## config.mk

```make
export PLATFORM = sky130hd
export DESIGN_NAME = riscv_fetch_unit
export DESIGN_NICKNAME = d
export VERILOG_FILES = /design/src/rtl/riscv_fetch_unit.sv
export SDC_FILE = /design/constraint.sdc
export NUM_CORES = 1
export LEC_CHECK = 0
export ABC_CLOCK_PERIOD_IN_PS = 4200
export BUFFER_PORTS_ARGS = -buffer_cell sky130_fd_sc_hd__buf_2
export CAP_MARGIN = 20
export CORE_ASPECT_RATIO = 0.6
export CORE_MARGIN = 2
export CORE_UTILIZATION = 45
export CTS_CLUSTER_SIZE = 24
export DETAILED_ROUTE_END_ITERATION = 7
export SYNTH_ARGS = -nofsm -noshare
export SYNTH_HDL_FRONTEND = slang
export SYNTH_SLANG_ARGS = --single-unit
```

## constraint.sdc

```tcl
create_clock -name clk -period 4.2 [get_ports clk]
set_input_delay 0.21 -clock clk [delete_from_list [all_inputs] [get_ports clk]]
set_output_delay 0.21 -clock clk [all_outputs]
set_load 0.01 [all_outputs]
```

## src/rtl/riscv_fetch_unit.sv

```systemverilog
// Instruction fetch stage: credit-limited sequential word fetch into a prefetch FIFO,
// with a redirect that flushes buffered words and discards in-flight responses.
module riscv_fetch_unit #(
  parameter logic [31:0] RESET_PC = 32'h0000_0000,
  parameter int unsigned DEPTH    = 4
) (
  input  logic        clk,
  input  logic        a_rst,
  output logic        imem_req,
  output logic [31:0] imem_addr,
  input  logic        imem_gnt,
  input  logic        imem_rvalid,
  input  logic [31:0] imem_rdata,
  input  logic        redirect,
  input  logic [31:0] redirect_pc,
  output logic        o_valid,
  output logic [31:0] o_instr,
  output logic [31:0] o_pc,
  input  logic        i_ready
);

  localparam int unsigned    CW      = $clog2(DEPTH + 1);
  localparam int unsigned    AW      = $clog2(DEPTH);
  localparam logic [CW-1:0]  CNT_ONE = CW'(1);
  localparam logic [AW-1:0]  PTR_ONE = AW'(1);
  localparam logic [CW:0]    DEPTH_W = (CW+1)'(DEPTH);

  logic [31:0]   r_fetch_pc;
  logic [31:0]   r_resp_pc;
  logic [CW-1:0] r_outstanding;
  logic [CW-1:0] r_discard;
  logic [CW-1:0] r_count;
  logic [AW-1:0] r_wptr;
  logic [AW-1:0] r_rptr;
  logic [31:0]   r_mem_instr [DEPTH];
  logic [31:0]   r_mem_pc    [DEPTH];

  logic [CW:0]   w_used;
  logic          w_fire;
  logic          w_resp;
  logic          w_drop;
  logic          w_push;
  logic          w_pop;
  logic [31:0]   w_redir_pc;
  logic          w_unused_lsbs;
  logic [CW-1:0] w_out_nxt;
  logic [CW-1:0] w_cnt_nxt;
  logic [CW-1:0] w_disc_nxt;

  // Credits cover both buffered words and requests still awaiting a response.
  assign w_used     = {1'b0, r_count} + {1'b0, r_outstanding};
  assign imem_req   = !a_rst && !redirect && (w_used < DEPTH_W);
  assign imem_addr  = r_fetch_pc;
  assign w_fire     = imem_req && imem_gnt;

  // A response with nothing outstanding is a protocol violation and is ignored.
  assign w_resp     = imem_rvalid && (r_outstanding != {CW{1'b0}});
  assign w_drop     = w_resp && (r_discard != {CW{1'b0}});
  assign w_push     = w_resp && !redirect && (r_discard == {CW{1'b0}});

  assign o_valid    = (r_count != {CW{1'b0}}) && !redirect;
  assign o_instr    = r_mem_instr[r_rptr];
  assign o_pc       = r_mem_pc[r_rptr];
  assign w_pop      = o_valid && i_ready;

  assign w_redir_pc    = {redirect_pc[31:2], 2'b00};
  assign w_unused_lsbs = ^redirect_pc[1:0];

  // Outstanding request count: grants add, accepted responses retire.
  always_comb begin
    w_out_nxt = r_outstanding;
    case ({w_fire, w_resp})
      2'b10:   w_out_nxt = r_outstanding + CNT_ONE;
      2'b01:   w_out_nxt = r_outstanding - CNT_ONE;
      default: w_out_nxt = r_outstanding;
    endcase
  end

  // FIFO occupancy; simultaneous push and pop leave it unchanged.
  always_comb begin
    w_cnt_nxt = r_count;
    case ({w_push, w_pop})
      2'b10:   w_cnt_nxt = r_count + CNT_ONE;
      2'b01:   w_cnt_nxt = r_count - CNT_ONE;
      default: w_cnt_nxt = r_count;
    endcase
  end

  // Redirect reloads the discard count with whatever is still in flight after this cycle.
  always_comb begin
    w_disc_nxt = r_discard;
    if (redirect) begin
      w_disc_nxt = w_resp ? (r_outstanding - CNT_ONE) : r_outstanding;
    end else if (w_drop) begin
      w_disc_nxt = r_discard - CNT_ONE;
    end else begin
      w_disc_nxt = r_discard;
    end
  end

  // Fetch and response PC tracking.
  always_ff @(posedge clk or posedge a_rst) begin
    if (a_rst) begin
      r_fetch_pc <= RESET_PC;
      r_resp_pc  <= RESET_PC;
    end else if (redirect) begin
      r_fetch_pc <= w_redir_pc;
      r_resp_pc  <= w_redir_pc;
    end else begin
      if (w_fire) r_fetch_pc <= r_fetch_pc + 32'd4;
      if (w_push) r_resp_pc  <= r_resp_pc + 32'd4;
    end
  end

  // Request and discard counters.
  always_ff @(posedge clk or posedge a_rst) begin
    if (a_rst) begin
      r_outstanding <= {CW{1'b0}};
      r_discard     <= {CW{1'b0}};
    end else begin
      r_outstanding <= w_out_nxt;
      r_discard     <= w_disc_nxt;
    end
  end

  // FIFO pointers and occupancy; redirect empties the FIFO.
  always_ff @(posedge clk or posedge a_rst) begin
    if (a_rst) begin
      r_count <= {CW{1'b0}};
      r_wptr  <= {AW{1'b0}};
      r_rptr  <= {AW{1'b0}};
    end else if (redirect) begin
      r_count <= {CW{1'b0}};
      r_wptr  <= {AW{1'b0}};
      r_rptr  <= {AW{1'b0}};
    end else begin
      r_count <= w_cnt_nxt;
      if (w_push) r_wptr <= r_wptr + PTR_ONE;
      if (w_pop)  r_rptr <= r_rptr + PTR_ONE;
    end
  end

  // FIFO storage needs no reset: contents are only observed while o_valid is high.
  always_ff @(posedge clk) begin
    if (w_push) begin
      r_mem_instr[r_wptr] <= imem_rdata;
      r_mem_pc[r_wptr]    <= r_resp_pc;
    end
  end

endmodule

```

==> results.yml, run 1 <==
power_and_ir_drop:
  p_comb_frac: 0.184
  p_sw_mw: 2.14
  leakagePower_nw: 5.71
  vdd_ir_drop_max_mv: 0.304
  p_clk_frac: 0.329
  p_int_mw: 5.84
  swShare: 0.268
  p_per_area_nw_per_um2: 496
  pwr-share-seq: 0.487
detailed_routing:
  firstDrtPassIters: 5
  drc: 0
  viasPerCell: 5.44
  num_vias: 7802
  ant_nets: 0
  wl_per_cell_um: 19.8
  drt_iter0_markers: 535
  wirelength_um: 28300
cells_and_area:
  fin_util: 0.558
  diodes: 0
  drive_above_1_share: 0.296
  finalNetCount: 1119
  synthToLayoutAreaGrowth_pct: 21.9
  n_fill_cell: 2302
floorplan:
  dieArea_um2: 30700
  die-width_um: 225
  die_y_um: 137
  start_util: 0.458
  coreArea_um2: 28800
  rows: 48
  io_pins: 168
synthesis:
  async_reset_ff_frac: 0.227
  synth_commonest_cells: "248 x edfxtp_1, 73 x dfrtp_1, 62 x mux4_2"
  yosysTopAreaCell: "edfxtp_1"
  synth_edf_count: 248
  synth.distinct_cells: 55
  synth.most_common_cell: "edfxtp_1"
  syn_area_um2: 13200
  synth_area_per_cell_um2: 16.5
  synth_top_cell_area_share: 0.565
  yosysWarnings: 0
  synth_area_leaders: "edfxtp_1 57%, dfrtp_1 14%, mux4_2 11%"
  synth_flop_cell: "edfxtp_1"
  yosysSeqAreaShare: 0.704
  syn-instance-count: 798
  yosys_register_bits: 321
flow_run:
  cap_viol_max_count: 0
clocking:
  postCtsSetupRepairBufs: 0
  clk_latency_ns: 0.56
  clock_sinks: 321
  cts_resized: 0
  numCtsBuffers: 30
  h-tree-depth: 1
  ctsRootBufferMaster: "clkbuf_16"
  cts_tree: "built"
  clk_path_buf_depth: 3
  cts.clk_slew.worst_paths_ns: 0.06
global_route:
  gr-usage-met2: 0.289
  grt_overflow: 0
  use_met3: 0.0322
  grt_use_total: 0.186
  grt_max_degree: 64
  grt_pass1_vias: 7452
  antenna_found_initial: 0
  grt_pass1_wl_um: 43500
  met1_usage: 0.279
  grt_busiest_layer: "met2"
placement:
  dp_slack_ns: 1.19
  gp_congestion: 0.794
  place_hpwl_um: 18200
  port_buffers: 161
sta:
  slew_headroom: 0.371
  worstMarginPinSlew_ns: 0.936
  rsz0062_at_grt: "false"
  final.setup.tns_ns: 0
  fin_crit_sh: 0.716
  layout_setup_ws_ns: 1.19
  hold_violations: 0
  slew_viol_final: 0
  max_freq_mhz: 332
  finalSetupViolCount: 0
  min_period_ns: 3.01
  finClkSkew_ns: 0.0160
worst_setup_path:
  rr_startpoint: "r_outstanding[2]"
  required_ns: 4.63
  worstPathArrival_ns: 3.44
  slowest_stage: "nor4b_4"
  crit_start: "r_outstanding[2]"
  crit_chain: "ha_1 -> or4_4 -> nor4b_4 -> inv_2 -> ha_1 -> o21ai_0 -> o21ai_0"
  worstSetupPathType: "reg2reg"
  cp-end-kind: "flip-flop"
  rrSetupSlack_ns: 1.19
  critPathMaxStageDelay_ns: 0.61
  cp_max_fo: 27
  critPathLaunchType: "flip-flop"
hold_path:
  hold_class: "in2reg"
  worstHoldStart: "redirect_pc[23]"
run_status:
  outcome: "completed"
## worst max-delay path: cells and delay by family (launching register included)
family                   cells  cell delay [ns]
buffers and inverters        1             0.40
AND/OR/NAND/NOR              2             1.14
AO/OA/AOI/OAI                2             0.25
adder cells (fa/ha/maj)      2             0.68
flip-flops                   1             0.42
## layout by cell type (no fill, tap or decap), types with 19 or more instances in the layout
| cell | instances |
|---|---|
| edfxtp_1 | 248 |
| buf_2 | 161 |
| dfrtp_1 | 71 |
| mux4_2 | 62 |
| dlygate4sd3_1 | 60 |
| nand2_1 | 55 |
| o21ai_0 | 41 |
| clkbuf_16 | 31 |
| nand4_1 | 29 |
| nor2_1 | 28 |
| xor2_1 | 27 |
| nand3_1 | 25 |
| inv_1 | 19 |
## per-layer routing
layer | vias to the layer above | wire (µm)
li1 | 3597 | -
met1 | 3993 | 13100
met2 | 182 | 13500
met3 | 30 | 1380
met4 | 0 | 368
met5 | - | 0
## flip-flops by register name, summed over array words and instances, names as in the netlist
register / cells
r_count: 3
r_discard: 3
r_mem_instr: 128
r_mem_pc: 120
r_resp_pc: 30
imem_addr: 30
r_wptr: 2
r_outstanding: 3
r_rptr: 2
## through the flow
step / hold slack [ns] / cells / instance area, µm² / power (mW)
floorplan: 0.309 / 801 / 13200 / 4.87
global placement: 0.378 / 1316 / 14500 / 5.38
detailed placement: 0.386 / 1316 / 14500 / 5.40
CTS: 0.0305 / 1432 / 16100 / 8.07
global route: 0.0612 / 1433 / 16100 / 8.36
finish: 0.0573 / 1433 / 16100 / 7.97
## cell type report
cell class / count / area [µm²] / share of cell area
Sequential cell: 321 / 9280 / 0.578
Inverter: 22 / 82.6 / 0.00514
Multi-Input combinational cell: 418 / 3670 / 0.228
Clock inverter: 22 / 173 / 0.0107
Timing Repair Buffer: 241 / 1610 / 0.100
Clock buffer: 34 / 787 / 0.0490
Tap cell: 375 / 469 / 0.0292
## worst paths after layout
check	end	cells past startpoint
setup / recovery	r_outstanding[2]	7
hold / removal	r_resp_pc[23]	3
setup reg to reg	r_outstanding[2]	7
hold reg to reg	r_outstanding[0]	1
max in group asynchronous	imem_addr[28]	4
min in group asynchronous	imem_addr[2]	4
## kinds of logic (layout without fill, tap and decap cells)
logic type	count (synthesis)	after routing	synth area share
other cells	1	4	0.000285
simple gates	194	194	0.0774
fa+ha+maj	15	15	0.0148
xor+xnor	44	44	0.0292
buf+inv	62	319	0.0201
compound gates	93	93	0.0437
flops	321	321	0.704
mux	68	68	0.111
## repair_timing
item	in CTS	in global routing
setup endpoints to repair	0	0
hold endpoints to repair	248	0
hold buffers	60	0
## power groups by stage
stage | Clock, mW | Combinational, mW | Sequential (mW)
after global placement | 0 | 1.43 | 3.95
after CTS | 2.69 | 1.49 | 3.89
after detailed placement | 0 | 1.44 | 3.95
after floorplan | 0 | 1.05 | 3.82
after global routing | 2.82 | 1.62 | 3.92
final | 2.62 | 1.47 | 3.88
(Power assumes the default switching activity.)
==> run 2, diff against run 1 <==
- ABC_AREA: unset -> 1
- ABC_CLOCK_PERIOD_IN_PS: 4200 -> 2850
- clock period: 4.2 -> 2.85 ns (I/O delays scaled with it)
==> results.yml, run 2 <==
cells_and_area:
  layout_common_cells: "248 x edfxtp_1, 229 x nand2_1, 188 x nor2_1, 161 x buf_2, 160 x o21ai_0"
  drive_above_1_share: 0.176
  top_register: "r_mem_instr"
  largest_register_ffs: 128
  top_regs: "r_mem_instr: 128 flops, r_mem_pc: 120 flops"
  finalNetCount: 1664
  synthToLayoutAreaGrowth_pct: 20.6
  diodes: 0
  fin_util: 0.553
  mostFrequentLayoutCell: "edfxtp_1"
synthesis:
  synth.distinct_cells: 44
  yosys_register_bits: 321
  synth_flop_cell: "edfxtp_1"
  syn-instance-count: 1357
  synth_edf_count: 248
  yosysTopAreaCell: "edfxtp_1"
  yosysSeqAreaShare: 0.646
  synth_area_leaders: "edfxtp_1 52%, dfrtp_1 13%, nand2_1 6.0%"
  yosysWarnings: 0
  synth_top_cell_area_share: 0.519
  async_reset_ff_frac: 0.227
  syn_area_um2: 14400
  synth.most_common_cell: "edfxtp_1"
  synth_commonest_cells: "248 x edfxtp_1, 229 x nand2_1, 192 x nor2_1"
  synth_area_per_cell_um2: 10.6
detailed_routing:
  num_vias: 10641
  drc: 0
  wirelength_um: 36400
  firstDrtPassIters: 5
  ant_nets: 0
  drt_iter0_markers: 994
  wl_per_cell_um: 18.0
  viasPerCell: 5.27
floorplan:
  dieArea_um2: 33400
  rows: 50
  die-width_um: 235
  io_pins: 168
  start_util: 0.459
  coreArea_um2: 31300
  die_y_um: 142
sta:
  hold_violations: 0
  final.setup.tns_ns: 0
  max_freq_mhz: 380
  slew_headroom: 0.527
  rsz0062_at_grt: "false"
  slew_viol_final: 0
  fin_crit_sh: 0.924
  finClkSkew_ns: 0.0107
  worstMarginPinSlew_ns: 0.710
  finalSetupViolCount: 0
  min_period_ns: 2.63
worst_setup_path:
  cp-end-kind: "flip-flop"
  worstSetupPathType: "reg2reg"
  cp_max_fo: 31
  critPathMaxStageDelay_ns: 0.42
  required_ns: 3.11
  critPathTopFamily: "simple AND/OR/NAND/NOR gates"
  slowest_stage: "dfrtp_1"
  critPathBufInv: 3
  worstPathArrival_ns: 2.89
  critPathLaunchType: "flip-flop"
  crit_chain: "inv_1 -> ha_1 -> ha_1 -> nor2_4 -> nand2_2 -> nor2_1 -> inv_1 -> nor2_4 -> buf_12"
power_and_ir_drop:
  p_int_mw: 8.86
  p_clk_frac: 0.298
  p_comb_frac: 0.260
  p_sw_mw: 4.43
  leakagePower_nw: 6.79
  pwr-share-seq: 0.441
  vdd_ir_drop_max_mv: 0.538
  p_per_area_nw_per_um2: 768
  swShare: 0.333
global_route:
  grt_pass1_wl_um: 56800
  grt_use_total: 0.215
  antenna_found_initial: 0
  grt_overflow: 0
  grt_pass1_vias: 9898
  grt_max_degree: 128
hold_path:
  hold_class: "in2reg"
clocking:
  clk_path_buf_depth: 3
  numCtsBuffers: 31
  h-tree-depth: 1
  cts.clk_slew.worst_paths_ns: 0.06
  ctsRootBufferMaster: "clkbuf_16"
  clock_sinks: 321
  clk_latency_ns: 0.56
  cts_tree: "built"
run_status:
  outcome: "completed"
placement:
  gp_congestion: 0.835
  port_buffers: 161
  place_hpwl_um: 23400
flow_run:
  cap_viol_max_count: 0
-- run 2: cell types whose count changed after synthesis, sizes merged, moves of 13 or more --
cell,before,now
nand2,55,241
clkbuf,21,34
o22ai,0,64
o21ai,41,167
mux4,62,0
inv,22,102
nor2,28,209
xor2,27,9
nand3,26,68
-- run 2: worst paths after layout --
path	start	to	slack, ns	cells after the start
max	r_outstanding[0]	r_mem_instr[3][4]	0.22	9
min	redirect	imem_addr[16]	0.12	4
max reg2reg	r_outstanding[0]	r_mem_instr[3][4]	0.22	9
min reg2reg	r_outstanding[0]	r_outstanding[0]	0.55	1
max in group asynchronous	a_rst	r_rptr[0]	1.91	4
min in group asynchronous	a_rst	imem_addr[21]	0.46	4
-- run 2: worst reg2reg max path, cell delays in order (launching register included) --
cell	delay, ns
dfrtp_1	0.42
inv_1	0.09
ha_1	0.21
ha_1	0.21
nor2_4	0.18
nand2_2	0.20
nor2_1	0.19
inv_1	0.26
nor2_4	0.31
buf_12	0.26
-- run 2: cell families after synthesis --
family          after synthesis  synth area share
other cells                   1          0.000261
compound gates              283             0.110
xor+xnor                     18            0.0110
buf+inv                     167            0.0496
mux                           1          0.000697
flops                       321             0.646
fa+ha+maj                    15            0.0136
simple gates                551             0.169
-- run 2: repair_timing --
action | CTS | global route
buffers inserted | 0 | 1
gates resized for setup | 0 | 2
hold endpoints to repair | 261 | 0
setup endpoints to repair | 0 | 50
hold buffers | 64 | 0
-- run 2: routing by layer --
layer  GRT usage  part of all wire  up-vias  routed length, µm
met4      0.0376             0.014        0                522
met2       0.316              0.43      254              15700
li1            -                 -     5162                  -
met3      0.0479             0.065       41               2370
met1       0.329              0.49     5184              17800
met5           0                 0        -                  0
-- run 2: final cells by class --
type                       count  area, µm²
clock buffer                  35        791
clock inverter                21        171
fill                        2745      14000
inverter                     103        397
multi-input combinational    872       4410
sequential                   321       9280
tap                          416        520
timing repair buffer         250       1740
-- run 2: power by group through the flow --
stage / Clock [mW] / Sequential, mW / Combinational [mW]
after global routing: 4.22 / 5.92 / 3.87
final: 3.96 / 5.87 / 3.46
after floorplan: 0 / 5.85 / 2.15
after CTS: 4.04 / 5.87 / 3.50
after detailed placement: 0 / 5.96 / 3.42
after global placement: 0 / 5.96 / 3.38
-- run 2: metrics by stage --
step | cells | instance area [µm²] | power (mW) | hold WS, ns | setup WS [ns]
final | 2018 | 17300 | 13.3 | 0.119 | 0.218
after global routing | 2018 | 17300 | 14.0 | 0.140 | 0.0120
after CTS | 2017 | 17300 | 13.4 | 0.0935 | 0.174
after detailed placement | 1897 | 15700 | 9.38 | 0.363 | 0.186
after global placement | 1897 | 15700 | 9.33 | 0.361 | 0.253
after floorplan | 1360 | 14400 | 8.00 | 0.241 | -0.642
==> run 3, diff against run 2 <==
- ABC_CLOCK_PERIOD_IN_PS: 2850 -> 3100
- clock period: 2.85 -> 3.1 ns (I/O delays scaled with it)
==> results.yml, run 3 (synthesis results as in run 2) <==
run_status:
  outcome: "completed"
power_and_ir_drop:
  p_int_mw: 8.15
  p_clk_frac: 0.296
  pwr-share-seq: 0.450
  p_per_area_nw_per_um2: 704
  leakagePower_nw: 6.78
  p_sw_mw: 4.02
  swShare: 0.330
  p_comb_frac: 0.254
  total_power_mw: 12.2
  vdd_ir_drop_max_mv: 0.515
sta:
  finalSetupViolCount: 0
  slew_viol_final: 0
  hold_violations: 0
  min_period_ns: 2.67
  final.setup.tns_ns: 0
  slew_headroom: 0.516
  max_freq_mhz: 374
  fin_crit_sh: 0.862
  rsz0062_at_grt: "false"
  worstMarginPinSlew_ns: 0.725
  finClkSkew_ns: 0.0166
cells_and_area:
  largest_register_ffs: 128
  layout_common_cells: "248 x edfxtp_1, 229 x nand2_1, 188 x nor2_1, 161 x buf_2, 160 x o21ai_0"
  drive_above_1_share: 0.173
  synthToLayoutAreaGrowth_pct: 20.4
  diodes: 0
  design_area_um2: 17300
  top_register: "r_mem_instr"
  mostFrequentLayoutCell: "edfxtp_1"
  finalNetCount: 1662
  top_regs: "r_mem_instr: 128 flops, r_mem_pc: 120 flops"
detailed_routing:
  num_vias: 10518
  firstDrtPassIters: 5
  drc: 0
  viasPerCell: 5.21
  wl_per_cell_um: 18.0
  ant_nets: 0
  drt_iter0_markers: 917
  wirelength_um: 36200
floorplan:
  die-width_um: 235
  dieArea_um2: 33400
  io_pins: 168
  start_util: 0.459
  rows: 50
  die_y_um: 142
  coreArea_um2: 31300
worst_setup_path:
  cp-end-kind: "flip-flop"
  required_ns: 3.35
  slowest_stage: "dfrtp_1"
  crit_chain: "inv_1 -> ha_1 -> ha_1 -> nor2_4 -> nand2_2 -> nor2_1 -> inv_1 -> nor2_4 -> buf_12"
  critPathMaxStageDelay_ns: 0.43
  worstSetupPathType: "reg2reg"
  critPathLaunchType: "flip-flop"
  cp_max_fo: 38
  critPathBufInv: 3
  rr_startpoint: "r_outstanding[0]"
  critPathTopFamily: "simple AND/OR/NAND/NOR gates"
  worstRegToRegCells: 9
  r2r_end: "r_mem_instr[2][7]"
  rrSetupSlack_ns: 0.43
  worstPathArrival_ns: 2.92
clocking:
  ctsRootBufferMaster: "clkbuf_16"
  postCtsSetupRepairBufs: 0
  cts_resized: 0
  clk_path_buf_depth: 3
  numCtsBuffers: 31
  cts.clk_slew.worst_paths_ns: 0.07
  cts_tree: "built"
  clock_sinks: 321
  clk_latency_ns: 0.57
  h-tree-depth: 1
placement:
  port_buffers: 161
  dpl_cell_area_um2: 15700
  gp_congestion: 0.896
  place_hpwl_um: 22700
hold_path:
  min_path_cells: 4
  worstHoldStart: "redirect"
  hold_class: "in2reg"
  worstHoldEndpoint: "r_discard[2]"
global_route:
  grt_pass1_wl_um: 56600
  antenna_found_initial: 0
  grt_use_total: 0.215
  grt_overflow: 0
  grt_max_degree: 76
  grt_pass1_vias: 9879
flow_run:
  cap_viol_max_count: 0
[run 3: cell count changes in the layout (fill, tap and decap cells not counted), sizes merged]
cell | before | now
clkbuf | 35 | 41
clkinv | 18 | 14
buf | 186 | 184
clkinvlp | 2 | 1
[run 3: worst max-delay path by stage]
stage	cells after the start	slack (ns)	start	endpoint
2_1_floorplan	8	-0.39	r_outstanding[0]	r_mem_instr[0][0]
3_3_place_gp	9	0.50	r_outstanding[0]	r_mem_instr[2][5]
3_5_place_dp	9	0.44	r_outstanding[0]	r_mem_instr[2][5]
4_1_cts	9	0.42	r_outstanding[0]	r_mem_instr[2][5]
5_1_grt	9	0.27	r_outstanding[0]	r_mem_instr[2][4]
6_report	9	0.43	r_outstanding[0]	r_mem_instr[2][7]
[run 3: what timing repair did]
action	in CTS	in global routing
hold buffers	64	0
hold endpoints to repair	261	0
setup endpoints to repair	0	0
[run 3: cell type report]
type | count | area [µm²]
clock buffers | 41 | 813
inverters | 103 | 394
multi-input cells | 872 | 4410
fillers | 2733 | 14000
flip-flops and latches | 321 | 9280
repair buffers | 248 | 1730
well taps | 416 | 520
clock inverters | 16 | 139
[run 3: stage by stage]
| step | setup slack, ns | std cells | utilization | hold WS, ns |
|---|---|---|---|---|
| 5_1_grt | 0.267 | 2017 | 0.553 | 0.113 |
| 3_5_place_dp | 0.439 | 1895 | 0.501 | 0.375 |
| 4_1_cts | 0.422 | 2016 | 0.552 | 0.0583 |
| 2_1_floorplan | -0.392 | 1360 | - | 0.254 |
| 6_report | 0.428 | 2017 | 0.553 | 0.0752 |
| 3_3_place_gp | 0.495 | 1895 | 0.501 | 0.375 |
[run 3: worst reg2reg max path, cell delays in order, from the launching register on]
cell and delay [ns]:
dfrtp_1 0.43, inv_1 0.09, ha_1 0.20, ha_1 0.20, nor2_4 0.19, nand2_2 0.19
nor2_1 0.19, inv_1 0.23, nor2_4 0.31, buf_12 0.29
[run 3: per-layer routing]
layer  GRT usage  up-vias  share of wire
met5           0        -              0
met3      0.0392       36          0.058
li1            -     5152              -
met1       0.335     5051           0.49
met2       0.318      279           0.43
met4      0.0366        0          0.014
[run 3: power groups by stage]
stage          combinational (mW)  sequential [mW]  clock (mW)
3_5_place_dp                 3.04             5.56           0
2_1_floorplan                1.98             5.38           0
4_1_cts                      3.12             5.47        3.69
3_3_place_gp                 3.01             5.55           0
5_1_grt                      3.45             5.53        3.87
6_report                     3.09             5.47        3.61
